<file path="src/rtl/tdm_mux_16to1.sv">
// Time-division multiplexer: snapshots 16 lanes and an enable mask, then
// serializes each enabled lane (lowest index first) as a (data, sel) pair.
module tdm_mux_16to1 #(
  parameter int NUM_CH     = 16,
  parameter int SEL_W      = 4,
  parameter bit CONTINUOUS = 1'b0
) (
  input  logic              clk,
  input  logic              rst_n,
  input  logic              start,
  input  logic [NUM_CH-1:0] din,
  input  logic [NUM_CH-1:0] ch_en,
  input  logic              ready,
  output logic              data,
  output logic [SEL_W-1:0]  sel,
  output logic              valid,
  output logic              busy,
  output logic              frame_done
);

  localparam logic [0:0] IDLE = 1'b0;
  localparam logic [0:0] SCAN = 1'b1;

  logic [0:0]        state;
  logic [NUM_CH-1:0] snap;
  logic [NUM_CH-1:0] pend;
  logic [NUM_CH-1:0] pend_clr;
  logic              xfer;
  logic              last;

  // Lowest pending lane wins; pend is empty outside SCAN so sel rests at 0.
  always_comb begin
    sel = '0;
    for (int i = NUM_CH - 1; i >= 0; i--) begin
      if (pend[i]) sel = SEL_W'(i);
    end
  end

  assign valid    = (state == SCAN);
  assign busy     = valid;
  assign data     = valid & snap[sel];
  assign pend_clr = pend & ~(NUM_CH'(1) << sel);
  assign xfer     = valid & ready;
  assign last     = xfer && (pend_clr == '0);

  always_ff @(posedge clk or negedge rst_n) begin
    if (!rst_n) begin
      state      <= IDLE;
      snap       <= '0;
      pend       <= '0;
      frame_done <= 1'b0;
    end else begin
      frame_done <= 1'b0;
      case (state)
        IDLE: begin
          if (start) begin
            if (ch_en != '0) begin
              snap  <= din;
              pend  <= ch_en;
              state <= SCAN;
            end else begin
              frame_done <= 1'b1;
            end
          end
        end
        SCAN: begin
          if (xfer) begin
            if (last) begin
              frame_done <= 1'b1;
              // Back-to-back frames recapture on the final transfer edge.
              if (CONTINUOUS && (ch_en != '0)) begin
                snap <= din;
                pend <= ch_en;
              end else begin
                pend  <= '0;
                state <= IDLE;
              end
            end else begin
              pend <= pend_clr;
            end
          end
        end
        default: state <= IDLE;
      endcase
    end
  end

endmodule

</file>
<file path="config.mk">
export PLATFORM = sky130hd
export DESIGN_NAME = tdm_mux_16to1
export DESIGN_NICKNAME = d
export VERILOG_FILES = /design/src/rtl/tdm_mux_16to1.sv
export SDC_FILE = /design/constraint.sdc
export NUM_CORES = 1
export LEC_CHECK = 0
export ABC_AREA = 0
export BUFFER_PORTS_ARGS = -buffer_cell sky130_fd_sc_hd__buf_2
export CAP_MARGIN = 20
export CORE_ASPECT_RATIO = 2
export CORE_MARGIN = 10
export CORE_UTILIZATION = 39
export DETAILED_ROUTE_END_ITERATION = 10
export GPL_TIMING_DRIVEN = 0
export PLACE_DENSITY_LB_ADDON = 0.08
export SLEW_MARGIN = 20
export SYNTH_ARGS = -nofsm -noshare
export SYNTH_HDL_FRONTEND = slang
export SYNTH_SLANG_ARGS = --single-unit
</file>
<file path="constraint.sdc">
create_clock -name clk -period 6.2 [get_ports clk]
set_input_delay 0.93 -clock clk [delete_from_list [all_inputs] [get_ports clk]]
set_output_delay 0.93 -clock clk [all_outputs]
set_load 0.005 [all_outputs]
</file>
Word-level counts from Yosys, hierarchy flattened
Index checks and enable logic that the tools add are counted.

Output and inout port bits: 8. Register bits: 34. Latch bits: 0. Logic and storage cells: 52. ROM bits: 0. Input bits: 36. Bits in writable memories: 0. Memories kept: 0.

$add $sub $neg: 0. Div/mod/pow operators: 0. Multipliers: 0. Bitwise gates (word level): 5. Mux-type cells: 33. Reductions and logical operators: 5. Magnitude comparators: 1. Shift-type cells: 1. Equality and inequality tests: 3.

Operator list (number): 2-to-1 mux 16 bit (4); 2-to-1 mux 4 bit (16); case mux 16 bit (2 select lines) (1); AND 16 bit (1); zero test 16 bit (1); inverter 16 bit (1); nonzero test 16 bit (1); << shifter 1 x 4 -> 16 bit (first input constant) (1); 2-to-1 mux 1 bit (9); AND reduction 3 bit (2); less-than comparator 4 x 5 -> 1 bit (second input constant) (1); binary-select mux 1 bit (select 4 bit) (1); != test 2 bit (second input constant) (2); case mux 1 bit (2 select lines) (2); AND 1 bit (2); != test 2 x 1 -> 1 bit (second input constant) (1); logical AND 1 bit (1); inverter 1 bit (1).

Logic depth before layout (Yosys ltp)
Word-level depth: 24. Depth in mapped cells: 10. Mapped depth without buffers: 8.

Least setup slack after synthesis
Ideal clock, no wire load.

Path kind: reg2out. Start: register pend[7]. End: output data. Data arrival time: 2.266 ns. Path buffers: 2. Stages on the path, launching flop included: 10. Data required time: 5.270 ns. Path slack: 3.004 ns. Cell sequence: dfrtp_1 -> clkbuf_1 -> or3b_1 -> a311oi_1 -> a211oi_1 -> clkbuf_1 -> mux2_2 -> o21ai_0 -> o21ai_0 -> a2bb2oi_1.

Cells in the longest elaborated chain, start to end: 11.

RTL lines: start, declared (line 26) `logic [NUM_CH-1:0] pend;`; start signal, assigned (line 59) `pend <= ch_en;`; start signal, assigned (line 73) `pend <= ch_en;`; start signal, assigned (line 79) `pend <= pend_clr;`; 2-to-1 mux 4 bit (8 in series) (line 35) `if (pend[i]) sel = SEL_W'(i);`; net sel[0] (line 15) `output logic [SEL_W-1:0] sel,`; binary-select mux 1 bit (select 4 bit) (line 41) `assign data = valid & snap[sel];`; 2-to-1 mux 1 bit (implied by the code) (line 41); AND 1 bit (line 41); end, declared (line 14) `output logic data,`.

The timed path passes the listed nets, and every way through them passes these cells. The select of a mux whose other input is x is not followed.

Worst setup path in the final report
Start: register pend[7]. End: output data.

Cells in the longest elaborated chain, start to end: 11.

RTL lines (line): 2-to-1 mux 4 bit (8 in series) (35); binary-select mux 1 bit (select 4 bit) (41); 2-to-1 mux 1 bit (implied by the code) (41); AND 1 bit (41).

No other way between the ends. The select of a mux whose other input is x is not followed.

==> qor.txt <==
vias per inst - 6.26
final-report setup violation count - 0
total of max-cap violations - 0
CTS tree - yes
CTS Sinks - 34
switching power - 492 uW
outcome - completed
top cells by count, synth - 34 x dfrtp_1, 17 x mux2_2, 16 x nand2_1, 16 x o21ai_0, 13 x nor2_1
WL per Instance - 22.1 um
vias in the first global route - 2320
Critical Path RT - 5.27 ns
Main synth FF type - dfrtp_1
power share of the combinational group - 51.0%
Synth Area per Inst - 9.47 um2
RSZ-0062 raised after global routing - no
diode count - 0
Root Buffer - clkbuf_8
Peak VDD IR - 244 uV
DP Cell Count - 331
Synth area leaders - dfrtp_1 39%, mux2_2 8.9%, o21ai_0 3.7%, nand2_1 2.8%, a211oi_1 2.4%
Clk pin slew, worst setup/hold paths - 0.07 ns
GRT Total Usage - 16.8%
TNS Setup - 0 ns
DRC - 0
CTS Hold Bufs - 0
fraction of registers with async set/reset - 100%
gpl congestion - 0.959
Switching Share - 44.8%
Final ANT Viol Nets - 0
register share of total power - 33.1%
largest net degree at the start of global routing - 35
crit path capture type - primary output
Synth Warn # - 0
Tcrit/Tclk final - 69.1%
initial antenna violation count - 0
fin area - 2540 um2
share of the synthesized area in the top cell type - 39.4%
Final Slew Violations - 0
clock buffer depth - 2
Setup WS post-layout - 1.92 ns
Max Fclk - 0.233 GHz
total gr overflow - 0
CP max FO - 10
Slew headroom - 39.9%
Worst Max-Slew Pin Slew - 0.890 ns
total power - 1100 uW
Initial Util - 39.8%
Vias - 2122
die area - 9090 um2
WL final - 7.49 mm
total core area - 5420 um2
Die Ht - 125 um
Gate Count Post-Synth - 228
critical path startpoint category - flop
Hold Crit Class - reg -> reg
Met2 Routed Length - 4.11 mm
DR pass1 iterations - 4
I/O Buffers - 43
synth unique cells - 57
fraction of layout cells with a size suffix above 1 - 29.4%
initial DRC count - 161
DP HPWL - 5.84 mm
Met1 Routed Length - 2.70 mm
io pins - 44
post-cts gate resize count - 0
crit path DAT - 3.35 ns
Clock Power Share - 15.9%
DP Area - 2450 um2
FP Rows - 38
Cell Area, Synth - 2160 um2
Met3 Wirelength - 263 um
synthesis-to-finish area growth - 17.9%
post-synthesis sequential area ratio - 39.4%
syn_nets - 264
final cell count without fillers - 339
Die W - 72.6 um
first-pass GRT wire length - 11.9 mm
power density of the placed cells - 432 nW/um2
Internal - 606 uW
Layout Nets - 314
Clk Latency, worst-skew pair - 0.30 ns
Final Critical Period - 4.28 ns
TritonCTS buffer count - 5
biggest area consumer among synthesized cells - dfrtp_1
P_leak - 0.00107 uW
FF+latch count, synth - 34
Max Clock Skew - 0.00655 ns
DP Worst Slack - 2.29 ns
final hold violations - 0
top sig layer - met4
H-Tree Level Count - 2
post-CTS setup buffers - 0
number of synthesized flops with an enable pin - 0
count leader, synth - dfrtp_1
WS Path Type - reg -> out
## per-layer routing
metal | GRT usage [%] | vias to the layer above
met5 | 0 | -
met2 | 29.7 | 58
met4 | 10.7 | 0
li1 | - | 987
met3 | 3.72 | 24
met1 | 16.5 | 1053
## path summary, 6_finish.rpt
check,startpoint,to,slack (ns),cells past startpoint
worst max-delay path,pend[7],data,1.92,10
min in group asynchronous,rst_n,pend[9],0.69,1
worst max register to register,pend[10],pend[15],2.97,8
max in group asynchronous,rst_n,pend[4],5.02,1
worst min register to register,snap[8],snap[8],0.50,1
worst min-delay path,snap[8],snap[8],0.50,1
## critical path, stage by stage (launching register included)
cell and delay, ns:
dfrtp_1 0.42, clkbuf_1 0.42, or3b_1 0.24, a311oi_1 0.12, a211oi_1 0.42, clkbuf_1 0.51
mux2_2 0.42, o21ai_0 0.13, o21ai_0 0.09, a2bb2oi_1 0.13, buf_2 0.15
## flip-flops by register name, indices dropped and copies added (netlist names)
signal,cells
pend,16
snap,16
frame_done,1
busy,1
## logic make-up (layout without fill, tap and decap cells)
kind of cell	Yosys count	count (layout)	share of synthesized area, %
AO/OA/AOI/OAI	81	81	28.2
AND/OR/NAND/NOR	66	66	16.6
flip-flops	34	34	39.4
buffers and inverters	27	78	5.51
multiplexers	20	20	10.3
## final cells by class
class	count	area (um2)
multi-input combinational	167	1190
tap	60	75.1
clock buffer	6	82.6
sequential	34	851
clock inverter	2	12.5
inverter	8	30.0
timing repair buffer	43	215
buffer	19	88.8
fill	592	2880
## cell usage in the layout (no fill, tap or decap), types with 6 or more instances in the layout
cell type,count
o21ai_0,16
nor4_1,8
buf_2,48
clkbuf_1,10
a22oi_1,7
mux2_2,17
nor2_1,13
inv_1,7
a21oi_1,6
dfrtp_1,34
nand2_1,16
clkbuf_8,6
a211oi_1,7
## power groups by stage
stage,logic [uW],clock network (uW),registers (uW)
after CTS,559,181,364
after detailed placement,555,0,369
after global placement,558,0,367
after floorplan,391,0,340
after global routing,621,190,374
final,560,174,364
## metrics by stage
stage | hold WS, ns | utilization, %
final | 0.501 | 46.9
after detailed placement | 0.490 | 45.2
after floorplan | 0.473 | -
after global placement | 0.485 | 45.2
after global routing | 0.524 | 46.9
after CTS | 0.506 | 46.9
Power figures use the tool's default switching activity.
